`config.mk`:
```
export PLATFORM = sky130hd
export DESIGN_NAME = pio_event_scheduler
export DESIGN_NICKNAME = d
export VERILOG_FILES = /design/src/rtl/pio_event_scheduler.sv
export SDC_FILE = /design/constraint.sdc
export NUM_CORES = 1
export LEC_CHECK = 0
export CAP_MARGIN = 5
export CORE_MARGIN = 3
export CORE_UTILIZATION = 55
export DETAILED_ROUTE_END_ITERATION = 8
export PLACE_DENSITY = 0.76
export SYNTH_ARGS = -nofsm -noshare
export SYNTH_HDL_FRONTEND = slang
export SYNTH_SLANG_ARGS = --single-unit
```
`constraint.sdc`:
```
create_clock -name clk -period 2.84 [get_ports clk]
set_clock_uncertainty 0.1 [all_clocks]
set_input_delay 0.284 -clock clk [delete_from_list [all_inputs] [get_ports clk]]
set_output_delay 0.284 -clock clk [all_outputs]
set_load 0.005 [all_outputs]
```
`src/rtl/pio_event_scheduler.sv`:
```
// Debounced key/switch change-event queue behind the hello-core PIO ports.
// Optional TSTAMP_EN macro adds a 22-bit tick timestamp to each event.
module pio_event_scheduler #(
  parameter int KEY_W        = 4,
  parameter int SW_W         = 18,
  parameter int DEBOUNCE_CYC = 50000,
  parameter int FIFO_DEPTH   = 8,
  parameter int TS_DIV       = 50
) (
  input  logic              clk,
  input  logic              reset_n,
  input  logic [KEY_W-1:0]  keys_in,
  input  logic [SW_W-1:0]   switches_in,
  input  logic [31:0]       host_ctrl,
  output logic [31:0]       event_word,
  output logic [KEY_W-1:0]  keys_db,
  output logic [SW_W-1:0]   switches_db,
  output logic [6:0]        fifo_level
);

  localparam int N  = KEY_W + SW_W;
  localparam int CW = $clog2(DEBOUNCE_CYC);
  localparam int AW = (FIFO_DEPTH > 1) ? $clog2(FIFO_DEPTH) : 1;

  logic [N-1:0]  raw;
  logic [N-1:0]  sync1;
  logic [N-1:0]  sync2;
  logic [N-1:0]  stable;
  logic [N-1:0]  strobe;
  logic [N-1:0]  pending;
  logic [N-1:0]  deq_mask;
  logic [CW-1:0] cnt [N];

  logic          ack_seen;
  logic          clr_q;
  logic          ovf;
  logic          coalesce;
  logic          clr_rise;
  logic          toggle;
  logic          enable;

  logic          any;
  logic [4:0]    sel_idx;
  logic          push;
  logic          pop;
  logic          full;
  logic          empty;

  logic [29:0]   mem [FIFO_DEPTH];
  logic [AW-1:0] wr_ptr;
  logic [AW-1:0] rd_ptr;
  logic [6:0]    count;
  logic [29:0]   wr_entry;
  logic [1:0]    src;
  logic [4:0]    idx;
  logic [21:0]   ts_now;
  logic [31:0]   head_q;
  logic          unused_host;

  assign raw         = {switches_in, keys_in};
  assign unused_host = ^host_ctrl[31:3];
  assign enable      = host_ctrl[2];
  assign toggle      = host_ctrl[0] ^ ack_seen;
  assign clr_rise    = host_ctrl[1] & ~clr_q;

  always_ff @(posedge clk) begin
    if (!reset_n) begin
      sync1 <= '0;
      sync2 <= '0;
    end else begin
      sync1 <= raw;
      sync2 <= sync1;
    end
  end

  // strobe fires in the cycle the counter would hit its terminal count
  always_comb begin
    strobe = '0;
    for (int i = 0; i < N; i++) begin
      strobe[i] = (sync2[i] != stable[i])
                  && (cnt[i] == CW'(DEBOUNCE_CYC - 1));
    end
  end

  always_ff @(posedge clk) begin
    if (!reset_n) begin
      stable <= '0;
      for (int i = 0; i < N; i++) cnt[i] <= '0;
    end else begin
      for (int i = 0; i < N; i++) begin
        if (sync2[i] == stable[i]) begin
          cnt[i] <= '0;
        end else if (strobe[i]) begin
          stable[i] <= sync2[i];
          cnt[i]    <= '0;
        end else begin
          cnt[i] <= cnt[i] + 1'b1;
        end
      end
    end
  end

  always_comb begin
    any     = 1'b0;
    sel_idx = '0;
    for (int i = N - 1; i >= 0; i--) begin
      if (pending[i]) begin
        any     = 1'b1;
        sel_idx = 5'(i);
      end
    end
  end

  assign empty = (count == 7'd0);
  assign full  = (count == 7'(FIFO_DEPTH));
  assign pop   = toggle & ~empty;
  assign push  = enable & any & (~full | pop);

  always_comb begin
    deq_mask = '0;
    if (push) deq_mask[sel_idx] = 1'b1;
  end

  // a bit already being dequeued this cycle is not a coalesce
  assign coalesce = |(strobe & pending & ~deq_mask);

  always_ff @(posedge clk) begin
    if (!reset_n) begin
      pending  <= '0;
      ovf      <= 1'b0;
      clr_q    <= 1'b0;
      ack_seen <= 1'b0;
    end else begin
      pending  <= (pending & ~deq_mask) | strobe;
      clr_q    <= host_ctrl[1];
      ack_seen <= host_ctrl[0];
      if (coalesce)      ovf <= 1'b1;
      else if (clr_rise) ovf <= 1'b0;
    end
  end

`ifdef TSTAMP_EN
  localparam int DW = (TS_DIV > 1) ? $clog2(TS_DIV) : 1;

  logic [DW-1:0] div_cnt;
  logic [21:0]   ts_cnt;

  always_ff @(posedge clk) begin
    if (!reset_n) begin
      div_cnt <= '0;
      ts_cnt  <= '0;
    end else if (div_cnt == DW'(TS_DIV - 1)) begin
      div_cnt <= '0;
      ts_cnt  <= ts_cnt + 22'd1;
    end else begin
      div_cnt <= div_cnt + 1'b1;
    end
  end

  assign ts_now = ts_cnt;
`else
  localparam int unused_ts_div = TS_DIV;

  assign ts_now = '0;
`endif

  assign src = (sel_idx < 5'(KEY_W)) ? 2'b00 : 2'b01;
  assign idx = (sel_idx < 5'(KEY_W)) ? sel_idx : sel_idx - 5'(KEY_W);
  assign wr_entry = {src, idx, stable[sel_idx], ts_now};

  always_ff @(posedge clk) begin
    if (push) mem[wr_ptr] <= wr_entry;
  end

  always_ff @(posedge clk) begin
    if (!reset_n) begin
      wr_ptr <= '0;
      rd_ptr <= '0;
      count  <= '0;
    end else begin
      if (push) wr_ptr <= wr_ptr + 1'b1;
      if (pop)  rd_ptr <= rd_ptr + 1'b1;
      unique case ({push, pop})
        2'b10:   count <= count + 7'd1;
        2'b01:   count <= count - 7'd1;
        default: count <= count;
      endcase
    end
  end

  always_ff @(posedge clk) begin
    if (!reset_n) begin
      head_q <= '0;
    end else if (!empty) begin
      head_q <= {1'b1, ovf, mem[rd_ptr]};
    end else begin
      head_q <= {1'b0, ovf, 30'd0};
    end
  end

  assign event_word  = head_q;
  assign keys_db     = stable[KEY_W-1:0];
  assign switches_db = stable[N-1:KEY_W];
  assign fifo_level  = count;

endmodule

```
Word-level counts from Yosys, hierarchy flattened
Memory sizes are Yosys's and may differ from the RTL's. A register that Yosys moved wholly into a read port is not among the register bits.
Cells that the tools add are included.
W data, S select, Z words.
{"block": "totals", "reg_bits": 136, "latchBits": 0, "mem_bits_rw": 408, "mem_bits_ro": 0, "input_bits": 56, "output_inout_bits": 61, "elab_cells": 655, "mem_count": 2}
{"block": "classes", "n_addsub": 27, "n_mul": 0, "div": 0, "n_lt_le_gt_ge": 3, "eq_ne": 69, "shifts": 0, "mux": 368, "n_bitwise": 103, "n_reduce_logical": 50}
{"name": "cnt", "depth": 22, "width": 16, "read_ports": 22, "rd_clocked_by_memory_dff": 0, "wr": 22, "line": "32", "rtl": "logic [CW-1:0] cnt [N];"}
{"name": "mem", "depth": 8, "width": 7, "read_ports": 1, "rd_clocked_by_memory_dff": 1, "wr": 1, "line": "49", "rtl": "logic [29:0] mem [FIFO_DEPTH];"}
{"op": "$mux W16", "n": 66}
{"op": "$add A16 B1 Y16 const B", "n": 22}
{"op": "$eq A16 B16 Y1 const B", "n": 22}
{"op": "$mux W1", "n": 272}
{"op": "$mux W5", "n": 23}
{"op": "$or A1 B1 Y1", "n": 67}
{"op": "$and A22 B22 Y22", "n": 3}
{"op": "$reduce_and A2 Y1", "n": 22}
{"op": "$mux W32", "n": 1}
{"op": "$not A1 Y1", "n": 26}
{"op": "$logic_and A1 B1 Y1", "n": 23}
{"op": "$eq A1 B1 Y1", "n": 22}
{"op": "$mux W22", "n": 1}
{"op": "$ne A1 B1 Y1", "n": 22}
{"op": "$not A22 Y22", "n": 1}
{"op": "$or A22 B22 Y22", "n": 1}
{"op": "$reduce_or A22 Y1", "n": 1}
{"op": "$pmux W7 S2", "n": 1}
{"op": "$add A7 B1 Y7 const B", "n": 1}
{"op": "$eq A7 B4 Y1 const B", "n": 1}
{"op": "$logic_not A7 Y1", "n": 1}
{"op": "$sub A7 B1 Y7 const B", "n": 1}
{"op": "$add A3 B1 Y3 const B", "n": 2}
{"op": "$lt A5 B6 Y1 const B", "n": 1}
{"op": "other kinds (12)", "n": 17}

Depth between registers and ports, before layout
{"block": "depth", "word_depth": 31, "mapped_depth": 15, "mapped_depth_nobuf": 15}

Least setup slack after synthesis
No wires, ideal clock.
{"block": "synth_path", "path_kind": "register -> register", "start": "reg count[6] (netlist: fifo_level[6])", "end": "reg count[6] (netlist: fifo_level[6])", "setup_ns": 0.128, "t_arrival_ns": 2.929, "t_required_ns": 2.612, "setup_slack_ns": -0.317, "stages_incl_launch_ff": 16, "path_buffers": 0, "synth_period_minus_slack_ns": 3.157, "cell_sequence": "dfxtp_1 -> nor4_1 -> nand2_1 -> o21bai_1 -> inv_1 -> nand2_1 -> inv_1 -> ha_1 -> nor2b_1 -> o21a_1 -> nor2_1 -> o21bai_1 -> a21oi_1 -> mux2i_1 -> xnor2_1 -> nor2_1"}
{"block": "synth_between", "elab_chain_len": 7, "word_cells_on_any_way": 13, "classes_between": "add/sub: 2; eq/ne: 3; mux: 1; bitwise: 5; reduce/logical: 2"}
{"element": "from (decl)", "line": "52", "rtl": "logic [6:0] count;"}
{"element": "from (signal assigned)", "line": "184", "rtl": "2'b10: count <= count + 7'd1;"}
{"element": "from (signal assigned)", "line": "185", "rtl": "2'b01: count <= count - 7'd1;"}
{"element": "from (signal assigned)", "line": "186", "rtl": "default: count <= count;"}
{"element": "$logic_not A7 Y1", "line": "114", "rtl": "assign empty = (count == 7'd0);"}
{"element": "$not A1 Y1", "line": "116", "rtl": "assign pop = toggle & ~empty;"}
{"element": "$and A1 B1 Y1", "line": "116"}
{"element": "$or A1 B1 Y1", "line": "117", "rtl": "assign push = enable & any & (~full | pop);"}
{"element": "$and A1 B1 Y1", "line": "117"}
{"element": "$eq A2 B1 Y1 or $eq A2 B2 Y1 (tied branches)", "line": "183", "rtl": "unique case ({push, pop})"}
{"element": "$pmux W7 S2 or $reduce_bool A2 Y1 (tied branches)"}
Several ways; a longest one is shown, not always the timed one.
A chain may end at the register's enable or synchronous reset.

Worst setup path after layout
{"block": "layout_path", "start": "reg pending[11]", "end": "reg count[6] (netlist: fifo_level[6])"}
{"block": "layout_between", "elab_chain_len": 16, "word_cells_on_any_way": 18, "classes_between": "eq/ne: 2; mux: 13; bitwise: 2; reduce/logical: 1"}
{"element": "from (decl)", "line": "30", "rtl": "logic [N-1:0] pending;"}
{"element": "from (signal assigned)", "line": "134", "rtl": "pending <= (pending & ~deq_mask) | strobe;"}
{"element": "$mux W1 * (12 in series)", "line": "107", "rtl": "if (pending[i]) begin"}
{"element": "$and A1 B1 Y1 * (2 in series)", "line": "117"}
{"element": "$eq A2 B1 Y1 or $eq A2 B2 Y1 (tied branches)", "line": "183"}
{"element": "$pmux W7 S2 or $reduce_bool A2 Y1 (tied branches)"}
Mark *: on every way between the ends. The rest lies on a longest branch, timed or not.

==> results.cfg <==
[status]
outcome = finished with violations
violations = negative setup slack

[grt]
grt_max_degree = 43
antenna_found_initial = 0
grtUsageTotal = 0.204
grt_overflow = 0
grt_pass1_wl_um = 84300
grt_pass1_vias = 17800

[yosys]
yosysWarningCount = 0
syn_area_mm2 = 0.0255
yosysUniqueCellTypes = 78
ys_ff_latch = 524
ys_seq_area_frac = 0.572
syn_inst = 2330
async_reset_ff_frac = 0
synth_edf_count = 408
syn_avg_cell_area_um2 = 10.9
synth_flop_cell = edfxtp_1

[worst_setup_path]
worst_path_max_delay_cell = nor4_4
crit_top_cell = nand2_4
critPathRequiredTime_ns = 3.21
cpPeakStageDelay_ns = 0.36
cp.arrival_ns = 3.34
crit_fanout = 4
cp_cell_sequence = nor4_4 > nand4_1 > or2_4 > nand2_4 > nand2_4 > inv_4 > ha_4 > nor2b_4 > o21a_1 > nor2_2 > o21bai_1 > a21oi_2 > mux2i_1 > xnor2_1 > nor2_1
worstSetupPathType = flop to flop
crit_path_start_kind = flop
cp-end-kind = flop

[sta]
rsz0062_at_grt = true
slew_viol_final = 0
max_freq_mhz = 337
fin_crit_ns = 2.97
worst_pin_slew_ns = 0.772
fin_ws_ns = -0.129
slew-limit-headroom = 0.482
setup_viol = 2
finalHoldViolCount = 0
timing.final.crit_share = 1.05

[die]
die_w_um = 221
fp.dieH_um = 221
start_util = 0.560
die-area_mm2 = 0.0490
fp-row-count = 78
core_mm2 = 0.0456
io_pins = 117

[finish]
ff_latch_area_mm2 = 0.0146
final_util = 0.670
syn2layout_area_growth_pct = 19.7
diodes = 0
drive_gt1_frac = 0.0795
layout_common_cells = nor2_1 (436), edfxtp_1 (408), conb_1 (375)
multi_input_area_mm2 = 0.0118
final_nets = 2923
stdcell_count = 3481
fillers = 3438
layout_commonest_cell = nor2_1

[placed_design]
dp_hpwl_um = 36100
gp_congestion = 0.920
io_buffer_count = 64
place_ws_ns = -0.137
dp.cells = 3374

[power]
pwr-share-clk = 0.412
cellPowerDensity_mw_per_mm2 = 561
peakVddDrop_mv = 0.486
comb_power_share = 0.073
switchingPower_w = 0.00379
p_sw_frac = 0.221
power_w = 0.0171
seq_power_share = 0.516
total_leakage_power_nw = 11.8
power.internal_w = 0.0133

[clocking]
cts_buffers = 54
htree_num_levels = 2
ctsRootBufferMaster = clkbuf_16
clk_pin_slew_ns = 0.06
cts_sinks = 524
cts_tree = done
clk_latency_ns = 0.59
cts_buffer_depth = 3

[flow_run]
drv_cap = 0

[drt]
vias = 17900
wirelength_um = 50300
drc = 0
drt-initial-drc-count = 1044
firstDrtPassIters = 6
wl_per_cell_um = 14.5
drtAntennaViolNets = 0
avgViaCountPerCell = 5.14

[min_path]
hold_path_class = input port to flop
==> cells by family after synthesis <==
family / Yosys count / synth area share
buffers and inverters: 142 / 0.0252
xor gates and xnor gates: 318 / 0.109
and+or+nand+nor: 1113 / 0.215
adders and majority gates: 31 / 0.0155
DFF: 524 / 0.572
muxes: 49 / 0.0261
other: 2 / 0.000295
AOI/OAI and AO/OA: 151 / 0.0375
==> power by group through the flow <==
| stage | combinational [W] | clock, W | sequential (W) |
|---|---|---|---|
| 3_3_place_gp | 0.00113 | 0 | 0.00897 |
| 6_report | 0.00125 | 0.00705 | 0.00883 |
| 2_1_floorplan | 0.000817 | 0 | 0.00892 |
| 3_5_place_dp | 0.00116 | 0 | 0.00899 |
| 4_1_cts | 0.00120 | 0.00723 | 0.00883 |
| 5_1_grt | 0.00139 | 0.00754 | 0.00887 |
==> path summary, 6_finish.rpt <==
path	startpoint	end	slack (ns)	cells past startpoint
worst max-delay path	pending[11]$_SDFF_PN0_	fifo_level[6]$_SDFFE_PN0P_	-0.13	15
worst min-delay path	switches_in[6]	sync1[10]$_SDFF_PN0_	0.17	2
worst max register to register	pending[11]$_SDFF_PN0_	fifo_level[6]$_SDFFE_PN0P_	-0.13	15
worst min register to register	sync1[9]$_SDFF_PN0_	sync2[9]$_SDFF_PN0_	0.33	1
==> through the flow <==
| stage | area, um2 | hold WS [ns] | TNS (ns) |
|---|---|---|---|
| after floorplan | 27000 | 0.306 | 0 |
| final | 30500 | 0.169 | -0.184 |
| after global routing | 30500 | 0.146 | -0.546 |
| after global placement | 28600 | 0.315 | -0.0795 |
| after detailed placement | 28600 | 0.318 | -0.803 |
| after CTS | 30500 | 0.135 | -0.0502 |
==> what timing repair did <==
| item | 4_1_cts | 5_1_grt |
|---|---|---|
| buffers inserted | 4 | 1 |
| pin swaps | 11 | 11 |
| setup endpoints to repair | 25 | 29 |
| gates resized for setup | 14 | 16 |
| endpoints found under the hold margin | 6 | 0 |
| gates cloned | 0 | 0 |
| hold buffers | 1 | 0 |
==> registers in the layout (all words and copies together) (netlist names), named ones only <==
register	flops
sync1	22
clr_q	1
ovf	1
fifo_level	7
mem	56
cnt	352
event_word	9
pending	22
sync2	22
rd_ptr	3
ack_seen	1
stable	22
wr_ptr	3
==> worst max-delay path: cells and delay by family, from the launching register on <==
family / cells / cell delay [ns]
AOI/OAI and AO/OA: 3 / 0.45
xor gates and xnor gates: 1 / 0.14
adders and majority gates: 1 / 0.20
buffers and inverters: 1 / 0.08
DFF: 1 / 0.33
muxes: 1 / 0.27
and+or+nand+nor: 8 / 1.29
==> cell type report <==
type	instances	area share
well taps	600	0.0246
multi-input cells	2037	0.388
clock inverters	30	0.00803
repair buffers	150	0.0431
clock buffers	71	0.0504
flip-flops and latches	524	0.477
inverters	69	0.00860
==> routing by layer <==
metal,wire length (um),global-route usage,vias to the layer above,share of wire
met5,0,0,-,0
li1,-,-,8884,-
met4,1240,0.0611,0,0.025
met3,2540,0.0358,97,0.051
met1,22100,0.270,8525,0.44
met2,24400,0.347,369,0.48
==> synthesized netlist by cell type (all sizes together) (4+ instances only) <==
cell type  instances  area share
nor2             439       0.065
edfxtp           408        0.48
xnor2            159       0.055
xor2             159       0.055
nand3            139       0.027
and3             135       0.033
nand2            125       0.018
dfxtp            116       0.091
inv               66      0.0097
a21oi             56       0.011
and2              55       0.013
nor3              46      0.0090
clkbuf            44      0.0069
nand4             43       0.011
o21ai             38      0.0075
mux2i             35       0.014
ha                30       0.015
buf               29      0.0082
or3               25      0.0061
nor4              20      0.0052
nor4b             18      0.0062
nand2b            15      0.0040
mux4              14       0.012
nor2b             12      0.0029
nor4bb            11      0.0043
o21a               6      0.0018
and2b              5      0.0015
and4               5      0.0017
o2111ai            5      0.0017
a31oi              4     0.00098
nor3b              4      0.0012
o211ai             4      0.0012
(Power assumes the default switching activity.)
